<file path="src/rtl/stack_pkg.sv">
// Shared encodings for the WebAssembly operand stack: stack ops, stack status
// and the value type tags that the execution core also uses.
package stack_pkg;

  typedef enum logic [2:0] {
    NONE         = 3'd0,
    PUSH         = 3'd1,
    POP          = 3'd2,
    REPLACE      = 3'd3,
    POP1_REPLACE = 3'd4,
    POP2_REPLACE = 3'd5,
    POP2         = 3'd6,
    OP_RESERVED  = 3'd7
  } op_e;

  typedef enum logic [1:0] {
    NORMAL    = 2'd0,
    EMPTY     = 2'd1,
    OVERFLOW  = 2'd2,
    UNDERFLOW = 2'd3
  } status_e;

  localparam int TAG_W = 2;

  typedef enum logic [TAG_W-1:0] {
    TAG_I32 = 2'd0,
    TAG_I64 = 2'd1,
    TAG_F32 = 2'd2,
    TAG_F64 = 2'd3
  } type_tag_e;

endpackage

</file>
<file path="src/rtl/operand_stack_if.sv">
// Core-to-stack bus: one op per cycle in, registered peek/depth/status out.
// There is no valid/ready pair: the stack accepts op every clock and the core
// samples the outputs one cycle after driving an op.
interface operand_stack_if #(
  parameter int WIDTH = 66,
  parameter int PEEK  = 3,
  parameter int DW    = 4
);
  logic [2:0]            op;
  logic [WIDTH-1:0]      data;
  logic [PEEK*WIDTH-1:0] peek;
  logic [DW-1:0]         depth;
  logic [1:0]            status;

  modport master (output op, output data, input peek, input depth, input status);
  modport slave  (input op, input data, output peek, output depth, output status);
endinterface

</file>
<file path="src/rtl/operand_stack.sv">
// Pointer-indexed operand stack exposing the top PEEK entries, with compound
// pop-and-replace ops and a sticky overflow/underflow status.
module operand_stack
  import stack_pkg::*;
#(
  parameter int WIDTH = 66,
  parameter int DEPTH = 8,
  parameter int PEEK  = 3,
  localparam int DW   = $clog2(DEPTH + 1),
  localparam int AW   = (DEPTH > 1) ? $clog2(DEPTH) : 1
) (
  input  logic            clk,
  input  logic            reset,
  operand_stack_if.slave  bus
);

  logic [WIDTH-1:0] mem [DEPTH];

  logic [DW-1:0] sp_q, sp_d;
  status_e       st_q, st_d;
  logic          wr_en;
  logic [AW-1:0] wr_ptr;
  logic          over, under;
  op_e           op;

  assign op = op_e'(bus.op);

  // State register: pointer (== depth) and status.
  always_ff @(posedge clk) begin
    if (reset) begin
      sp_q <= '0;
      st_q <= EMPTY;
    end else begin
      sp_q <= sp_d;
      st_q <= st_d;
    end
  end

  // Next-state and legality. Candidate results are computed first, then
  // discarded wholesale on a violation or while an error is latched.
  always_comb begin
    logic [DW-1:0] sp_c;
    logic          wr_c;
    logic [AW-1:0] ptr_c;
    sp_c  = sp_q;
    wr_c  = 1'b0;
    ptr_c = '0;
    over  = 1'b0;
    under = 1'b0;
    case (op)
      PUSH: begin
        if (sp_q < DW'(DEPTH)) begin
          sp_c  = sp_q + DW'(1);
          wr_c  = 1'b1;
          ptr_c = AW'(sp_q);
        end else over = 1'b1;
      end
      POP: begin
        if (sp_q >= DW'(1)) sp_c = sp_q - DW'(1);
        else under = 1'b1;
      end
      REPLACE: begin
        if (sp_q >= DW'(1)) begin
          wr_c  = 1'b1;
          ptr_c = AW'(sp_q - DW'(1));
        end else under = 1'b1;
      end
      POP1_REPLACE: begin
        if (sp_q >= DW'(2)) begin
          sp_c  = sp_q - DW'(1);
          wr_c  = 1'b1;
          ptr_c = AW'(sp_q - DW'(2));
        end else under = 1'b1;
      end
      POP2_REPLACE: begin
        if (sp_q >= DW'(3)) begin
          sp_c  = sp_q - DW'(2);
          wr_c  = 1'b1;
          ptr_c = AW'(sp_q - DW'(3));
        end else under = 1'b1;
      end
      POP2: begin
        if (sp_q >= DW'(2)) sp_c = sp_q - DW'(2);
        else under = 1'b1;
      end
      default: ;
    endcase

    sp_d   = sp_q;
    st_d   = st_q;
    wr_en  = 1'b0;
    wr_ptr = ptr_c;
    if (st_q == OVERFLOW || st_q == UNDERFLOW) begin
      st_d = st_q;
    end else if (over) begin
      st_d = OVERFLOW;
    end else if (under) begin
      st_d = UNDERFLOW;
    end else begin
      sp_d  = sp_c;
      wr_en = wr_c;
      st_d  = (sp_c == '0) ? EMPTY : NORMAL;
    end
  end

  // Contents need no reset; slices above depth are masked at the peek register.
  always_ff @(posedge clk) begin
    if (wr_en && !reset) mem[wr_ptr] <= bus.data;
  end

  // Peek slices are computed from the post-op pointer, forwarding the slot
  // being written this cycle so the new value appears on the next cycle.
  for (genvar k = 0; k < PEEK; k++) begin : g_peek
    logic [AW-1:0]    idx;
    logic [WIDTH-1:0] slice_d, slice_q;

    always_comb begin
      idx     = AW'(sp_d - DW'(k + 1));
      slice_d = '0;
      if (DW'(k) < sp_d) begin
        if (wr_en && (wr_ptr == idx)) slice_d = bus.data;
        else slice_d = mem[idx];
      end
    end

    always_ff @(posedge clk) begin
      if (reset) slice_q <= '0;
      else slice_q <= slice_d;
    end

    assign bus.peek[k*WIDTH +: WIDTH] = slice_q;
  end

  // Output process.
  assign bus.depth  = sp_q;
  assign bus.status = st_q;

endmodule

</file>
<file path="src/flat_wrapper.sv">
// flat-port wrapper written by rule: the top's interface ports become plain ports
module operand_stack_flat import stack_pkg::*;
#(
  parameter int WIDTH = 66,
  parameter int DEPTH = 8,
  parameter int PEEK  = 3,
  localparam int DW   = $clog2(DEPTH + 1),
  localparam int AW   = (DEPTH > 1) ? $clog2(DEPTH) : 1
)
  (clk, reset, bus_op, bus_data, bus_peek, bus_depth, bus_status);
  operand_stack_if #(.WIDTH(WIDTH), .PEEK(PEEK), .DW(4)) bus_i ();
  input  logic clk;
  input  logic reset;
  input wire logic [$bits(bus_i.op)-1:0] bus_op;
  input wire logic [$bits(bus_i.data)-1:0] bus_data;
  output wire logic [$bits(bus_i.peek)-1:0] bus_peek;
  output wire logic [$bits(bus_i.depth)-1:0] bus_depth;
  output wire logic [$bits(bus_i.status)-1:0] bus_status;
  assign bus_i.op = bus_op;
  assign bus_i.data = bus_data;
  assign bus_peek = bus_i.peek;
  assign bus_depth = bus_i.depth;
  assign bus_status = bus_i.status;
  operand_stack #(.WIDTH(WIDTH), .DEPTH(DEPTH), .PEEK(PEEK)) u_core (.clk(clk), .reset(reset), .bus(bus_i));
endmodule
</file>
<file path="config.mk">
export PLATFORM = sky130hd
export DESIGN_NAME = operand_stack_flat
export DESIGN_NICKNAME = d
export VERILOG_FILES = /design/src/rtl/stack_pkg.sv /design/src/rtl/operand_stack_if.sv /design/src/rtl/operand_stack.sv /design/src/flat_wrapper.sv
export SDC_FILE = /design/constraint.sdc
export NUM_CORES = 1
export LEC_CHECK = 0
export BUFFER_PORTS_ARGS = -buffer_cell sky130_fd_sc_hd__buf_2
export CELL_PAD_IN_SITES_DETAIL_PLACEMENT = 0
export CELL_PAD_IN_SITES_GLOBAL_PLACEMENT = 2
export CORE_UTILIZATION = 40
export CTS_BUF_LIST = sky130_fd_sc_hd__clkbuf_4 sky130_fd_sc_hd__clkbuf_8
export DETAILED_ROUTE_END_ITERATION = 10
export PLACE_DENSITY = 0.78
export RECOVER_POWER = 100
export SLEW_MARGIN = 0
export SYNTH_ARGS = -nofsm -noshare
export SYNTH_HDL_FRONTEND = slang
export SYNTH_SLANG_ARGS = --single-unit
</file>
<file path="constraint.sdc">
create_clock -name clk -period 6.7 [get_ports clk]
set_input_delay 0 -clock clk [delete_from_list [all_inputs] [get_ports clk]]
set_output_delay 0 -clock clk [all_outputs]
set_load 0.1 [all_outputs]
</file>
==> impl_metrics.toml <==
[outcome]
status = "finished with violations"
failing_checks = "max-capacitance violations, max-slew violations"

[logic_synthesis]
syn-mean-instance-area_um2 = 16.9
syn_nets = 2074
synth_area_leader_cell = "edfxtp_1"
synth_simple_gate_area_share = 0.0194
synth.lib_cells_used.distinct = 58
ys.flop_type = "edfxtp_1"
synthesis.instances = 1988
synth_top_family_by_area = "multiplexers"
synth_top_area_share = 0.472
ys.warnings.count = 0
synth_fa_ha_area_frac = 0.00588
synth-compound-area-share = 0.0785
synth_area_um2 = 33600
synth_seq_cells = 732
ys_top_cells_by_area = "edfxtp_1, mux4_2, dfxtp_1"
fraction_of_the_yosys_area_taken_by_sequential_cells = 0.593
synth-xor-area-share = 0.00212
yosys-mux-area-fraction = 0.276
number_of_enable_type_register_cells_in_the_synthesized_netlist = 528
synthArstFlopShare = 0

[floorplanning]
die_height_um = 292
dieArea_um2 = 85200
design.portCount = 275
core_box_area_um2 = 82600
starting_density_of_the_core = 0.407
cell_row_count = 105
die_width_um = 292

[timing]
min_period_ps = 6080
finalSetupViolations = 0
worst_clock_skew_ps = 31.5
timing_hold_violations_final = 0
timing.setup.tns_ps = 0
max_slew_headroom = -0.714
maximum_operating_frequency_ghz = 0.165
maxSlewViolCount = 464
setup_repair_after_global_routing_missed_its_margin = "false"
max_slew.worst_pin.slew_ps = 2570
period_share = 0.907

[clock_tree]
tritoncts_num_sinks = 732
post_cts.resized_instances = 0
clk_latency_ps = 780
number_of_buffers_on_the_longest_clock_path = 3
cts-buffers-inserted = 130
clock_transition_at_the_registers_of_the_reported_paths_ps = 60
h_tree_depth_reported_by_cts = 4
root_buffer = "clkbuf_8"
cts_tree = "done"

[setup_path]
crit_path_frequent_cell = "clkbuf_2"
path_cells = "inv_1 -> ha_1 -> a2111oi_4 -> o22ai_1 -> nor2b_1 -> o21bai_1 -> nand2_8 -> clkbuf_2 -> clkbuf_2 -> mux4_2 -> a22o_1"
worst-path-max-fanout = 57
slowest_delay_ps = 1080
worst_ep_arrival_time_ps = 6710
kind_of_critical_path = "flip-flop to flip-flop"
cpMaxStageDelayCell = "clkbuf_2"
endpoint_kind = "flip-flop"
worst_ep_required_ps = 7330
worstSetupStartpointType = "flip-flop"

[layout]
synthToLayoutAreaGrowth_pct = 17.2
finish.net_count = 2441
fillcell_total = 7058
drive_above_1_share = 0.228
stdcell_area_um2 = 39400

[grt]
antenna_found_initial = 5
globalRouteOverflowTotal = 0
grt_pass1_vias = 22444
grt_start_max_net_pins = 132
grt_usage = 0.232
first_pass_grt_wire_length_um = 146000

[drt]
drt_drc_violations_left = 0
routed_wirelength_normalized_by_instance_count_um = 28.1
via_per_inst = 6.06
drt_first_iter_violations = 1884
route.antenna.remaining_nets = 0
total_wire_length_um = 99300
first_pass_iters = 5
detailroute.via_count = 21415

[power_and_ir_drop]
sequentialPowerShare = 0.279
share_comb_of_total_power = 0.507
ir_worst_vdd_mv = 0.696
net_switching_power_uw = 9330
internal_power_component_uw = 11400
power.clock.fraction = 0.213
power.switching_fraction = 0.450
power.density_cell_area_nw_per_um2 = 527
cellLeakagePower_uw = 0.0127

[placed_design]
place_congestion = 0.855
dpl.hpwl_um = 57000
placement.cell_area_um2 = 36300
io_buffer_count = 274

[hold_path]
min-delay-path-class = "primary input to flip-flop"

[flow_run]
max_cap_viol_count = 15
==> per-stage QoR <==
stage          hold WS (ps)  worst slack [ps]   util  total power [uW]  std cells
2_1_floorplan          72.4               274      -             14300       1988
3_3_place_gp            271              1000  0.439             16500       3218
3_5_place_dp            287               946  0.439             16500       3218
4_1_cts                2.27               923  0.482             21000       3530
5_1_grt                58.3               252  0.476             21600       3533
6_report               85.4               624  0.476             20700       3534
==> area by class of cell <==
class	count	area, um^2	area share
tap	1070	1340	0.0340
clock inverter	56	553	0.0140
timing repair buffer	402	2260	0.0575
clock buffer	181	2230	0.0566
multi-input combinational	1077	13000	0.330
antenna	4	10.0	0.000254
inverter	12	52.6	0.00133
sequential	732	19900	0.507
==> cells by family (layout without fill, tap and decap cells) <==
kind of cell / after synthesis / in the layout
compound gates: 311 / 311
xor+xnor: 6 / 6
fa+ha+maj: 16 / 16
buf+inv: 179 / 651
flops: 732 / 732
mux: 599 / 599
other cells: 0 / 4
simple gates: 145 / 145
==> critical path, delay by kind of cell, from the launching register on <==
kind	cells	cell delay, ps
adders and majority gates	1	280
DFF	1	640
muxes	1	570
AOI/OAI and AO/OA	4	1400
buffers and inverters	3	2190
and+or+nand+nor	2	640
==> power groups by stage <==
stage,Sequential [uW],Combinational [uW],Clock [uW]
after floorplan,8960,5300,0
final,5790,10500,4430
after global placement,5870,10600,0
after CTS,5780,10700,4530
after global routing,5830,11000,4730
after detailed placement,5860,10700,0
==> flip-flops by register name, summed over array words and instances, names as in the netlist <==
name / cells
u_core.bus.depth: 4
u_core.bus.status: 2
u_core.mem: 528
u_core.g_peek.slice_q: 198
==> cell usage in the layout (no fill, tap or decap), drive strengths merged, types with 3 or more instances in the layout <==
cell | Yosys | routed
a2111oi | 4 | 4
a211oi | 68 | 68
a21oi | 11 | 11
a22o | 66 | 66
buf | 115 | 42
bufinv | 0 | 10
clkbuf | 52 | 466
clkinv | 0 | 34
clkinvlp | 0 | 5
dfxtp | 204 | 204
diode | 0 | 4
dlygate4sd3 | 0 | 75
edfxtp | 528 | 528
ha | 15 | 15
inv | 12 | 19
mux2i | 335 | 335
mux4 | 263 | 263
nand2 | 16 | 16
nand2b | 5 | 5
nand3 | 4 | 4
nand3b | 3 | 3
nand4 | 3 | 3
nor2 | 91 | 91
nor2b | 9 | 9
nor3 | 6 | 6
o21ai | 9 | 9
o221ai | 66 | 66
o22a | 66 | 66
xnor2 | 3 | 3
xor2 | 3 | 3
==> cells in the mapped netlist (3+ instances only) <==
cell type and count:
a211oi_1 66, a21oi_1 11, a22o_1 66, buf_1 20, buf_2 87, buf_4 7
clkbuf_1 52, dfxtp_1 204, edfxtp_1 528, ha_1 15, inv_1 10, mux2i_1 335
mux4_2 263, nand2_1 15, nand2b_1 5, nand3_1 4, nand3b_1 3, nand4_1 3
nor2_1 91, nor2b_1 9, nor3_1 5, o21ai_0 7, o221ai_1 66, o22a_1 66
xor2_1 3
==> timing repair <==
action	CTS	global route
hold endpoints to repair	600	0
buffers inserted	0	0
endpoints found under the setup margin	0	0
hold buffers	75	0
==> routing by layer <==
layer  share of wire  wire length (um)  GRT usage
met3           0.072              7170     0.0450
met2            0.50             49900      0.397
met4           0.035              3430     0.0987
met5         0.00022                22          0
met1            0.39             38800      0.288
==> worst paths after layout <==
check             cells after the start                  from  slack (ps)                            to
hold reg to reg                       2  u_core.bus.status[0]         470          u_core.bus.status[0]
setup reg to reg                     11   u_core.bus.depth[3]         620  u_core.g_peek[1].slice_q[28]
hold / removal                        4          bus_data[30]          90  u_core.g_peek[0].slice_q[30]
setup / recovery                     11   u_core.bus.depth[3]         620  u_core.g_peek[1].slice_q[28]
No activity file was read; power rests on OpenSTA's default activity.
